$ cat src/rtl/pwm_reg_if_pkg.sv
// Shared definitions for the PWM register slave: register map, field bit
// positions and the shadow-to-active update state encoding.
package pwm_pkg;

  // Word addresses of the four registers
  localparam int ADDR_CTRL   = 0;
  localparam int ADDR_PERIOD = 1;
  localparam int ADDR_DUTY   = 2;
  localparam int ADDR_STATUS = 3;

  // CTRL fields
  localparam int CTRL_ENABLE_BIT   = 0;
  localparam int CTRL_FORCE_BIT    = 1;
  localparam int CTRL_IRQ_MASK_BIT = 2;

  // STATUS fields
  localparam int STAT_PENDING_BIT  = 0;
  localparam int STAT_PERR_BIT     = 1;
  localparam int STAT_APPLIED_BIT  = 2;

  // Shadow update tracking: PENDING means the shadow set differs from what
  // the core is running and waits for the next period boundary.
  typedef enum logic {
    UPD_IDLE    = 1'b0,
    UPD_PENDING = 1'b1
  } upd_state_e;

endpackage

$ cat src/rtl/pwm_reg_be_merge.sv
// Byte-enable merge: each byte of the result comes from the new write data
// when its enable is set, otherwise from the old register value.
module pwm_reg_be_merge #(
  parameter int DATA_W = 32
) (
  input  logic [DATA_W-1:0]   i_old,
  input  logic [DATA_W-1:0]   i_wdata,
  input  logic [DATA_W/8-1:0] i_be,
  output logic [DATA_W-1:0]   o_merged
);

  for (genvar b = 0; b < DATA_W/8; b++) begin : g_byte
    // one mux per byte lane
    assign o_merged[8*b +: 8] = i_be[b] ? i_wdata[8*b +: 8] : i_old[8*b +: 8];
  end

endmodule

$ cat src/rtl/pwm_reg_if.sv
// Memory-mapped register slave feeding the PWM core. CPU writes land in
// shadow PERIOD/DUTY registers; the active pair moves only at a period
// boundary (or on force_update, or immediately while disabled) so the core
// never runs a cycle with a mixed period/duty pair.
// Optional build macro: PWM_REG_IF_IRQ_EN adds the irq output and CTRL.irq_mask.
module pwm_reg_if
  import pwm_pkg::*;
#(
  parameter int N      = 10,
  parameter int DATA_W = 32,
  parameter int ADDR_W = 2
) (
  input  logic              clk,
  input  logic              reset,
  input  logic [ADDR_W-1:0] address,
  input  logic              write,
  input  logic              read,
  input  logic [3:0]        byteenable,
  input  logic [DATA_W-1:0] writedata,
  output logic [DATA_W-1:0] readdata,
  output logic              readdatavalid,
  input  logic              period_end,
  output logic [N-1:0]      period_out,
  output logic [N-2:0]      duty_out,
  output logic              pwm_enable
`ifdef PWM_REG_IF_IRQ_EN
  ,
  output logic              irq
`endif
);

  // ---------------------------------------------------------------------
  // State
  // ---------------------------------------------------------------------
  logic [N-1:0]      r_shadow_period;
  logic [N-2:0]      r_shadow_duty;
  logic              r_enable;
  logic              r_period_err;
  logic              r_applied;
  upd_state_e        r_state;
`ifdef PWM_REG_IF_IRQ_EN
  logic              r_irq_mask;
`endif

  // ---------------------------------------------------------------------
  // Address decode
  // ---------------------------------------------------------------------
  logic w_wr_ctrl, w_wr_period, w_wr_duty, w_wr_status;

  assign w_wr_ctrl   = write && (address == ADDR_W'(ADDR_CTRL));
  assign w_wr_period = write && (address == ADDR_W'(ADDR_PERIOD));
  assign w_wr_duty   = write && (address == ADDR_W'(ADDR_DUTY));
  assign w_wr_status = write && (address == ADDR_W'(ADDR_STATUS));

  // ---------------------------------------------------------------------
  // Byte-enable merge for the two shadow registers
  // ---------------------------------------------------------------------
  logic [DATA_W-1:0] w_per_old, w_per_merged;
  logic [DATA_W-1:0] w_duty_old, w_duty_merged;
  logic [N-1:0]      w_per_new;
  logic [N-2:0]      w_duty_new;

  assign w_per_old  = DATA_W'(r_shadow_period);
  assign w_duty_old = DATA_W'(r_shadow_duty);

  pwm_reg_be_merge #(.DATA_W(DATA_W)) u_merge_period (
    .i_old    (w_per_old),
    .i_wdata  (writedata),
    .i_be     (byteenable),
    .o_merged (w_per_merged)
  );

  pwm_reg_be_merge #(.DATA_W(DATA_W)) u_merge_duty (
    .i_old    (w_duty_old),
    .i_wdata  (writedata),
    .i_be     (byteenable),
    .o_merged (w_duty_merged)
  );

  // Bits above the register width are dropped on write
  assign w_per_new  = w_per_merged[N-1:0];
  assign w_duty_new = w_duty_merged[N-2:0];

  logic w_unused;
  assign w_unused = &{1'b0, w_per_merged[DATA_W-1:N], w_duty_merged[DATA_W-1:N-1]};

  // ---------------------------------------------------------------------
  // Update control
  // ---------------------------------------------------------------------
  logic         w_per_wr_ok;    // PERIOD write that lands in the shadow
  logic         w_per_wr_rej;   // PERIOD write that would make period 0
  logic         w_shadow_wr;    // any accepted shadow write
  logic         w_force;        // CTRL.force_update written 1
  logic         w_apply_evt;    // pre-write shadow goes active
  logic         w_apply_now;    // post-write shadow goes active (disabled)
  logic [N-1:0] w_next_period;
  logic [N-2:0] w_next_duty;

  assign w_per_wr_ok   = w_wr_period && (w_per_new != '0);
  assign w_per_wr_rej  = w_wr_period && (w_per_new == '0);
  assign w_shadow_wr   = w_per_wr_ok || w_wr_duty;
  assign w_force       = w_wr_ctrl && byteenable[0] && writedata[CTRL_FORCE_BIT];
  assign w_apply_evt   = ((r_state == UPD_PENDING) && period_end) || w_force;
  assign w_apply_now   = w_shadow_wr && !r_enable;
  assign w_next_period = w_per_wr_ok ? w_per_new  : r_shadow_period;
  assign w_next_duty   = w_wr_duty   ? w_duty_new : r_shadow_duty;

  // Shadow registers; a rejected PERIOD write leaves the shadow untouched
  always_ff @(posedge clk or posedge reset) begin
    if (reset) begin
      r_shadow_period <= '1;
      r_shadow_duty   <= '0;
    end else begin
      r_shadow_period <= w_next_period;
      r_shadow_duty   <= w_next_duty;
    end
  end

  // Update FSM and active set. A new write in the same cycle as an apply
  // keeps the FSM in PENDING because the shadow changes again.
  always_ff @(posedge clk or posedge reset) begin
    if (reset) begin
      r_state    <= UPD_IDLE;
      period_out <= '1;
      duty_out   <= '0;
    end else begin
      if (w_apply_now) begin
        period_out <= w_next_period;
        duty_out   <= w_next_duty;
      end else if (w_apply_evt) begin
        period_out <= r_shadow_period;
        duty_out   <= r_shadow_duty;
      end
      case (r_state)
        UPD_IDLE: begin
          if (w_shadow_wr && r_enable)
            r_state <= UPD_PENDING;
        end
        UPD_PENDING: begin
          if (w_shadow_wr && r_enable)
            r_state <= UPD_PENDING;
          else if (w_apply_evt || w_apply_now)
            r_state <= UPD_IDLE;
        end
        default: r_state <= UPD_IDLE;
      endcase
    end
  end

  // CTRL register; force_update is a strobe and is not stored
  always_ff @(posedge clk or posedge reset) begin
    if (reset) begin
      r_enable <= 1'b0;
`ifdef PWM_REG_IF_IRQ_EN
      r_irq_mask <= 1'b0;
`endif
    end else if (w_wr_ctrl && byteenable[0]) begin
      r_enable <= writedata[CTRL_ENABLE_BIT];
`ifdef PWM_REG_IF_IRQ_EN
      r_irq_mask <= writedata[CTRL_IRQ_MASK_BIT];
`endif
    end
  end

  // Sticky STATUS flags: W1C, with a new event winning over a clear
  always_ff @(posedge clk or posedge reset) begin
    if (reset) begin
      r_period_err <= 1'b0;
      r_applied    <= 1'b0;
    end else begin
      if (w_per_wr_rej)
        r_period_err <= 1'b1;
      else if (w_wr_status && byteenable[0] && writedata[STAT_PERR_BIT])
        r_period_err <= 1'b0;
      if (w_apply_evt || w_apply_now)
        r_applied <= 1'b1;
      else if (w_wr_status && byteenable[0] && writedata[STAT_APPLIED_BIT])
        r_applied <= 1'b0;
    end
  end

  // Core enable trails CTRL.enable by one cycle
  always_ff @(posedge clk or posedge reset) begin
    if (reset) pwm_enable <= 1'b0;
    else       pwm_enable <= r_enable;
  end

`ifdef PWM_REG_IF_IRQ_EN
  // Masked interrupt, registered so it drops the cycle after the W1C
  always_ff @(posedge clk or posedge reset) begin
    if (reset) irq <= 1'b0;
    else       irq <= (r_applied | r_period_err) & r_irq_mask;
  end
`endif

  // ---------------------------------------------------------------------
  // Read path
  // ---------------------------------------------------------------------
  logic [DATA_W-1:0] w_rd_mux;

  // Read mux of current (pre-write) register values
  always_comb begin
    w_rd_mux = '0;
    case (address)
      ADDR_W'(ADDR_CTRL): begin
        w_rd_mux[CTRL_ENABLE_BIT] = r_enable;
`ifdef PWM_REG_IF_IRQ_EN
        w_rd_mux[CTRL_IRQ_MASK_BIT] = r_irq_mask;
`endif
      end
      ADDR_W'(ADDR_PERIOD): w_rd_mux[N-1:0] = r_shadow_period;
      ADDR_W'(ADDR_DUTY):   w_rd_mux[N-2:0] = r_shadow_duty;
      ADDR_W'(ADDR_STATUS): begin
        w_rd_mux[STAT_PENDING_BIT] = (r_state == UPD_PENDING);
        w_rd_mux[STAT_PERR_BIT]    = r_period_err;
        w_rd_mux[STAT_APPLIED_BIT] = r_applied;
      end
      default: w_rd_mux = '0;
    endcase
  end

  // Registered read response; readdata holds between reads
  always_ff @(posedge clk or posedge reset) begin
    if (reset) begin
      readdata      <= '0;
      readdatavalid <= 1'b0;
    end else begin
      readdatavalid <= read;
      if (read) readdata <= w_rd_mux;
    end
  end

endmodule

$ cat config.mk
export PLATFORM = sky130hd
export DESIGN_NAME = pwm_reg_if
export DESIGN_NICKNAME = d
export VERILOG_FILES = /design/src/rtl/pwm_reg_if_pkg.sv /design/src/rtl/pwm_reg_be_merge.sv /design/src/rtl/pwm_reg_if.sv
export SDC_FILE = /design/constraint.sdc
export NUM_CORES = 1
export LEC_CHECK = 0
export ABC_AREA = 1
export ABC_CLOCK_PERIOD_IN_PS = 2050
export CAP_MARGIN = 20
export CORE_ASPECT_RATIO = 1.25
export CORE_MARGIN = 1
export CORE_UTILIZATION = 33
export DETAILED_ROUTE_END_ITERATION = 8
export HOLD_SLACK_MARGIN = 0.08
export PLACE_DENSITY_LB_ADDON = 0.05
export SLEW_MARGIN = 20
export SYNTH_ARGS = -nofsm -noshare
export SYNTH_HDL_FRONTEND = slang
export SYNTH_SLANG_ARGS = --single-unit
$ cat constraint.sdc
create_clock -name clk -period 2.05 [get_ports clk]
set_clock_uncertainty 0.15 [all_clocks]
set_input_delay 0.41 -clock clk [delete_from_list [all_inputs] [get_ports clk]]
set_output_delay 0.41 -clock clk [all_outputs]
set_load 0.05 [all_outputs]
==> After elaboration in Yosys (flattened, before gate mapping) <==
Cells that the tools add are included.
{ "word_totals": {"reg_bits": 54, "output_inout_bits": 53, "elab_cells": 61, "in_bits": 43} }
{ "op_classes": {"eq_ne": 3, "n_reduce_logical": 24, "muxes": 22, "bitwise": 1} }
{ "ops": {"columns": ["op", "count"], "rows": [
  ["$mux 10", 3],
  ["$mux 9", 3],
  ["$mux 8", 2],
  ["$logic_and 1x1->1", 14],
  ["$pmux 6 s2", 1],
  ["$logic_not 10->1", 1],
  ["$reduce_bool 10->1", 1],
  ["$mux 1", 9],
  ["$pmux 2 s3", 1],
  ["$reduce_bool 2->1", 3],
  ["$eq 2x2->1 const B", 2],
  ["$pmux 1 s4", 1],
  ["$logic_or 1x1->1", 3],
  ["$eq 2x1->1 const B", 1],
  ["$logic_not 2->1", 1],
  ["$mux 2", 1],
  ["$pmux 1 s2", 1],
  ["$logic_not 1->1", 1],
  ["$not 1->1", 1]
]} }

==> Depth between registers and ports, before layout <==
Gate-level depths: netlist (run 1).
{ "logic_depth": {"word_depth": 9, "mapped_depth": 13} }

==> Hierarchy <==
A second synthesis (run 1) with hierarchy kept.
{ "hier_totals": {"cells_unflattened": 570, "area_unflattened_um2": 3752.3} }
{ "modules_own_cells": {"columns": ["module", "seq_area_each_um2", "cells_per_inst", "instances", "area_each_um2"], "rows": [
  ["pwm_reg_if", 1376.3, 362, 1, 2911.5],
  ["pwm_reg_be_merge", 0.0, 104, 2, 420.4]
]} }

==> Least setup slack after synthesis (run 1) <==
OpenSTA, ideal clock, no wires.
{ "synth_path": {"path_type": "input to register", "from": "in address[0]", "to": "reg duty_out[0]", "cell_stages": 8, "setup_slack_ns": 0.271, "arrival_time_ns": 1.511, "path_cell_list": "inv_1 > ha_1 > nand3_1 > clkbuf_1 > o21ai_0 > nand3_1 > nand2_1 > nand2_1"} }
{ "synth_between": {"elab_chain_len": 6} }
{ "synth_lines": {"columns": ["item", "line_no", "rtl"], "rows": [
  ["from (decl)", "pwm_reg_if.sv:15", "input logic [ADDR_W-1:0] address,"],
  ["$eq 2x1->1 or $logic_not 2->1 (tied branches)", "pwm_reg_if.sv:51, pwm_reg_if.sv:50", null],
  ["$logic_and 1x1->1, on equally long branches", "pwm_reg_if.sv:51, pwm_reg_if.sv:50", null],
  ["$logic_and 1x1->1, on equally long branches", "pwm_reg_if.sv:99, pwm_reg_if.sv:102", null],
  ["$logic_or 1x1->1 or $logic_and 1x1->1 (tied branches)", "pwm_reg_if.sv:101, pwm_reg_if.sv:102", null],
  ["$logic_and 1x1->1 or $logic_or 1x1->1 (tied branches)", "pwm_reg_if.sv:104, pwm_reg_if.sv:103", null],
  ["$mux 9 or $reduce_bool 2->1 (tied branches)", null, null],
  ["to (signal assigned)", "pwm_reg_if.sv:129", "duty_out <= w_next_duty;"],
  ["to (signal assigned)", "pwm_reg_if.sv:132", "duty_out <= r_shadow_duty;"],
  ["to (decl)", "pwm_reg_if.sv:24", "output logic [N-2:0] duty_out,"]
]} }
Parallel ways exist; a longest one is shown, timed or not.
A chain may end at the register's enable or synchronous reset.

==> Final worst setup path (run 1) <==
{ "layout_path": {"from": "in address[1]", "to": "reg duty_out[7]"} }
Same word-level chain as after synthesis.

==> flow_metrics.py, run 1 <==
metrics = {
    "synthesis": {
        "synthCells": 398,
        "syn_avg_cell_area_sq_um": 7.60,
        "synth_top_family_by_area": "simple AND/OR/NAND/NOR gates",
        "synthSimpleGateAreaFrac_pct": 30.9,
        "yosys.area.top_type": "dfrtp_1",
        "synth.top_cell.area_share_pct": 28.1,
        "syn_area_sq_um": 3020,
        "synth_edf_count": 0,
        "async_flop_share_pct": 100,
        "yosysMostFrequentCell": "nand2_1",
        "ys.warnings.count": 0,
        "synth_flop_cell": "dfrtp_1",
        "synth_mux_area_share_pct": 0,
        "synth.lib_cells_used.distinct": 26,
        "ys_seq_elements": 54,
        "synth-compound-area-share_pct": 6.25,
        "ys_seq_area_share_pct": 45.5,
        "synth_commonest_cells": "138 x nand2_1, 52 x nand3_1, 48 x inv_1, 34 x dfrtp_1, 22 x buf_4",
        "synth_area_leaders": "dfrtp_1 28%, dfstp_2 17%, nand2_1 17%",
        "synth_xor_area_share_pct": 0,
        "synth_adder_area_share_pct": 2.07,
    },
    "routing": {
        "dr.pass1.iters": 4,
        "vias": 2641,
        "totalWireLength_um": 8150,
        "drt_iter0_drc": 132,
        "vias_per_cell": 4.37,
        "ant_nets": 0,
        "wl_per_cell_um": 13.5,
        "drc_errors": 0,
    },
    "worst_hold_path": {
        "hold_depth": 3,
        "hp-start": "writedata[5]",
        "holdPathEnd": "r_shadow_duty[5]$_DFF_PP0_",
        "holdCritPathClass": "input pin to flip-flop",
    },
    "clock_network": {
        "holdBufCountCts": 0,
        "root_buffer": "clkbuf_8",
        "clock_path_buffers": 2,
        "cts.sinks": 54,
        "clock_latency_ns": 0.31,
        "cts_tree": "done",
        "clkSlewWorstSetupHoldPaths_ns": 0.10,
        "cts_made_buffers": 5,
        "h-tree-depth": 2,
    },
    "sta": {
        "tightestPinTransition_ns": 0.499,
        "maxSlewViolCount": 0,
        "hold_viol_final": 0,
        "clock.fmax_mhz": 510,
        "period_share_pct": 95.7,
        "holdWs_ns": 0.285,
        "slew_headroom_pct": 66.7,
        "setup_violations": 0,
        "finalCriticalPeriod_ns": 1.96,
    },
    "global_route": {
        "track_usage_pct": 18.8,
        "antenna_found_initial": 0,
        "grt_pass1_wl_um": 13500,
        "grt_pass1_vias": 2654,
        "grt_max_degree": 55,
        "globalRouteOverflowTotal": 0,
    },
    "placed_design": {
        "dp_hpwl_um": 6100,
        "port_buffers": 49,
        "placed_cell_area_sq_um": 3810,
        "gp_congestion": 0.806,
    },
    "finish": {
        "num-fill-cells": 931,
        "syn_to_final_growth_pct": 30.2,
        "nets": 531,
        "drive_above_1_share_pct": 24.0,
        "seqCellArea_sq_um": 1380,
        "utilization_pct": 44.8,
        "antenna_cells": 0,
        "fin_area_sq_um": 3940,
        "multi_input_area_sq_um": 1290,
    },
    "die": {
        "chipWidth_um": 87.6,
        "ios": 96,
        "start_util_pct": 34.4,
        "die_area_sq_um": 9550,
        "core.rowCount": 38,
        "die_h_um": 109,
        "core_sq_um": 8800,
    },
    "setup_path": {
        "cp.arrival_ns": 2.02,
        "cp-start-kind": "input pin",
        "critPathCaptureType": "flip-flop",
        "critPathKind": "input pin to flip-flop",
        "worstReg2RegEnd": "duty_out[7]$_DFFE_PP0P_",
        "regToRegStartpoint": "r_shadow_period[7]$_DFF_PP1_",
        "reg2reg_depth": 10,
        "reg2reg_slack_ns": 0.17,
        "required_ns": 2.11,
        "critPathMaxFanout": 16,
    },
    "power": {
        "power_density_nw_per_um2": 1020,
        "peakVddDrop_v": 0.000498,
        "power_leakage_nw": 2.10,
    },
    "outcome": {
        "status": "finished clean",
    },
    "job": {
        "maxCapViolCount": 0,
    },
}
## stage by stage
| stage | cells | setup TNS (ns) | setup slack (ns) | power (mW) |
|---|---|---|---|---|
| detailed placement | 595 | -10.97 | -0.382 | 3.43 |
| CTS | 603 | 0 | 0.0171 | 4.04 |
| global placement | 595 | -10.00 | -0.349 | 3.42 |
| global route | 604 | -0.0142 | -0.00733 | 4.27 |
| finish | 604 | 0 | 0.0888 | 4.00 |
| floorplan | 419 | 0 | 0.209 | 2.82 |
## layout make-up
| type | instances | area share, % |
|---|---|---|
| flip-flops and latches | 54 | 35.0 |
| multi-input cells | 278 | 32.8 |
| repair buffers | 95 | 21.7 |
| inverters | 49 | 4.67 |
| well taps | 120 | 3.81 |
| clock buffers | 8 | 2.03 |
## per-layer routing
layer	vias up	track usage [%]	part of all wire, %
met5	-	0	0
met4	0	5.97	2.0
met3	10	2.95	2.2
met2	45	32.2	49
met1	1221	24.3	47
li1	1365	-	-
## critical path, stage by stage
cell             delay (ns)
clkdlybuf4s50_1        0.52
inv_1                  0.08
ha_1                   0.20
nand2_1                0.09
inv_1                  0.09
nand2_4                0.10
nand2_2                0.08
nand2_4                0.12
buf_12                 0.15
nand2_1                0.06
nand2_1                0.05
nand2_1                0.05
## power breakdown
group	switching (mW)	internal [mW]	leakage, nW	total (mW)
Combinational	1.26	0.590	1.45	1.85
Sequential	0.156	1.40	0.614	1.56
Clock	0.350	0.244	0.0395	0.594
Total	1.76	2.24	2.10	4.00
## logic make-up (layout without fill, tap and decap cells)
kind of cell,count (synthesis),in the layout
and+or+nand+nor,217,217
other,1,22
AOI/OAI and AO/OA,34,34
adders and majority gates,5,5
buffers and inverters,87,152
DFF,54,54
## what timing repair did
item,4_1_cts,5_1_grt
setup buffers,0,1
setup endpoints to repair,14,22
gates resized for setup,5,17
## worst max path at each step
stage | cells past startpoint | end | slack (ns) | startpoint
after floorplan | 1 | duty_out[0]$_DFFE_PP0P_ | 0.21 | reset
after global placement | 14 | duty_out[6]$_DFFE_PP0P_ | -0.35 | byteenable[0]
after detailed placement | 10 | period_out[1]$_DFFE_PP1P_ | -0.38 | byteenable[0]
after CTS | 13 | duty_out[6]$_DFFE_PP0P_ | 0.02 | byteenable[1]
after global routing | 12 | duty_out[6]$_DFFE_PP0P_ | -0.007 | address[1]
final | 12 | duty_out[7]$_DFFE_PP0P_ | 0.09 | address[1]
## cell usage in the layout, fill, tap and decap left out, types with 3 or more instances in the layout
cell	count
nand2_1	137
buf_4	68
nand3_1	52
inv_1	45
dfrtp_1	34
conb_1	22
dfstp_2	20
o21ai_0	14
clkdlybuf4s50_1	13
nor2_1	12
nand3b_1	8
o21ai_1	7
o22ai_1	6
buf_12	6
clkbuf_8	5
dlymetal6s2s_1	5
inv_2	4
ha_1	4
a21oi_1	3
clkbuf_1	3
## flip-flops by register name (all words and copies together), names as in the netlist
signal,cells
r_shadow_duty,9
r_shadow_period,10
r_applied,1
r_enable,1
period_out,10
readdata,10
r_period_err,1
pwm_enable,1
readdatavalid,1
duty_out,9
r_state,1
Note: power is estimated with default switching activity, not from simulation.
==> inputs of run 2 (changes only) <==
--- a/config.mk
+++ b/config.mk
@@ -9,7 +9,7 @@
 export ABC_CLOCK_PERIOD_IN_PS = 2050
 export CAP_MARGIN = 20
 export CORE_ASPECT_RATIO = 1.25
-export CORE_MARGIN = 1
+export CORE_MARGIN = 5
 export CORE_UTILIZATION = 33
 export DETAILED_ROUTE_END_ITERATION = 8
 export HOLD_SLACK_MARGIN = 0.08
==> flow_metrics.py, run 2 (same netlist as run 1, synthesis figures left out) <==
metrics = {
    "clock_network": {
        "holdBufCountCts": 0,
        "clock_latency_ns": 0.30,
        "clock_path_buffers": 2,
        "cts.sinks": 54,
        "h-tree-depth": 2,
        "root_buffer": "clkbuf_16",
        "clkSlewWorstSetupHoldPaths_ns": 0.07,
        "cts_tree": "done",
        "cts_made_buffers": 5,
    },
    "finish": {
        "antenna_cells": 0,
        "final_common_cell": "nand2_1",
        "syn_to_final_growth_pct": 33.4,
        "layout_common_cells": "137 x nand2_1, 74 x buf_4, 52 x nand3_1",
        "instances_no_fill": 611,
        "reg_top3": "period_out: 10 flops, r_shadow_period: 10 flops, readdata: 10 flops",
        "nets": 535,
        "utilization_pct": 44.4,
        "drive_above_1_share_pct": 25.4,
    },
    "power": {
        "seq_power_share_pct": 36.4,
        "p_int_mw": 2.46,
        "p_switching_mw": 1.81,
        "comb_power_share_pct": 43.8,
        "power_leakage_nw": 2.14,
        "switching_share_pct": 42.4,
        "power_density_nw_per_um2": 1060,
        "peakVddDrop_v": 0.000412,
        "clkPwrFrac_pct": 19.8,
    },
    "routing": {
        "drc_errors": 0,
        "vias": 2690,
        "wl_per_cell_um": 14.0,
        "totalWireLength_um": 8530,
        "vias_per_cell": 4.40,
        "ant_nets": 0,
        "dr.pass1.iters": 7,
        "drt_iter0_drc": 132,
    },
    "setup_path": {
        "worstReg2RegEnd": "duty_out[7]$_DFFE_PP0P_",
        "cp.arrival_ns": 2.00,
        "startpoint": "writedata[3]",
        "reg2reg_slack_ns": 0.23,
        "crit_end": "duty_out[8]$_DFFE_PP0P_",
        "critPathCaptureType": "flip-flop",
        "critPathMaxFanout": 12,
        "critPathKind": "input pin to flip-flop",
        "required_ns": 2.09,
        "reg2reg_depth": 10,
        "regToRegStartpoint": "r_shadow_period[7]$_DFF_PP1_",
        "cp-start-kind": "input pin",
    },
    "sta": {
        "clock.fmax_mhz": 511,
        "setup_violations": 0,
        "rsz0062_at_grt": "yes",
        "period_share_pct": 95.5,
        "maxSlewViolCount": 0,
        "hold_viol_final": 0,
        "finalCriticalPeriod_ns": 1.96,
        "fin_setup_tns_ns": 0,
        "holdWs_ns": 0.335,
    },
    "outcome": {
        "status": "finished clean",
    },
    "die": {
        "die_h_um": 117,
        "start_util_pct": 33.3,
        "ios": 96,
        "core_sq_um": 9080,
        "chipWidth_um": 95.6,
        "die_area_sq_um": 11200,
        "core.rowCount": 39,
    },
    "placed_design": {
        "gp_congestion": 0.822,
        "port_buffers": 49,
        "dp_hpwl_um": 6490,
        "dp_cells": 602,
    },
    "worst_hold_path": {
        "holdCritPathClass": "input pin to asynchronous set/reset pin",
    },
    "global_route": {
        "track_usage_pct": 16.4,
        "grt_max_degree": 55,
        "antenna_found_initial": 0,
        "globalRouteOverflowTotal": 0,
        "grt_pass1_wl_um": 13800,
        "grt_pass1_vias": 2661,
    },
    "job": {
        "maxCapViolCount": 0,
    },
}
run 2: cell types whose count changed in the layout (fill, tap and decap cells not counted), sizes merged:
cell / previous run / this run
buf: 76 / 81
clkbuf: 8 / 6
clkinv: 0 / 2
dlymetal6s2s: 5 / 4
run 2: layout make-up:
type                    instances  area [sq um]
clock inverters                 2          8.76
repair buffers                 99           876
clock buffers                   6           129
well taps                     123           154
fillers                       955          5040
multi-input cells             278          1300
inverters                      49           186
flip-flops and latches         54          1380
run 2: worst min path at each step:
stage / startpoint / to / cells past startpoint
after floorplan: r_enable$_DFFE_PP0N_ / pwm_enable$_DFF_PP0_ / 0
after global placement: r_shadow_period[1]$_DFF_PP1_ / r_shadow_period[1]$_DFF_PP1_ / 2
after detailed placement: r_shadow_period[4]$_DFF_PP1_ / r_shadow_period[4]$_DFF_PP1_ / 2
after CTS: r_shadow_period[4]$_DFF_PP1_ / r_shadow_period[4]$_DFF_PP1_ / 2
after global routing: reset / readdata[6]$_DFFE_PP0P_ / 3
final: reset / r_period_err$_DFFE_PP0P_ / 3
run 2: what timing repair did:
action,4_1_cts,5_1_grt
endpoints found under the hold margin,0,0
pin swaps,0,1
resized for setup,8,20
gates cloned,1,0
setup endpoints to repair,19,22
buffers inserted,0,0
run 2: metal layers:
metal | share of wire [%] | global-route usage, %
met5 | 0 | 0
met2 | 49 | 27.3
met3 | 3.9 | 3.07
met4 | 2.1 | 5.79
met1 | 45 | 21.2
run 2: power by group through the flow:
stage | sequential, mW | combinational (mW) | clock [mW]
floorplan | 2.19 | 0.637 | 0
global placement | 1.57 | 1.87 | 0
detailed placement | 1.58 | 1.88 | 0
CTS | 1.56 | 1.89 | 0.879
global route | 1.59 | 2.03 | 0.920
finish | 1.55 | 1.87 | 0.847
run 2: through the flow:
stage                     setup slack [ns]  total power [mW]  instance area [sq um]
final                               0.0927              4.27                   4030
after global routing               -0.0217              4.54                   4030
after CTS                          0.00447              4.33                   4000
after detailed placement            -0.463              3.45                   3840
after global placement              -0.387              3.44                   3840
after floorplan                      0.209              2.82                   3100
run 2: critical path: stages:
cell and delay (ns):
clkdlybuf4s50_1 0.46, inv_1 0.09, nand2_1 0.05, o21ai_1 0.08
nand2_1 0.10, nor2_2 0.10, nand3_2 0.11, nand2_4 0.10
nand2_2 0.08, nand2_4 0.12, buf_12 0.15, nand2_1 0.05
nand2_1 0.06, nand2_1 0.05
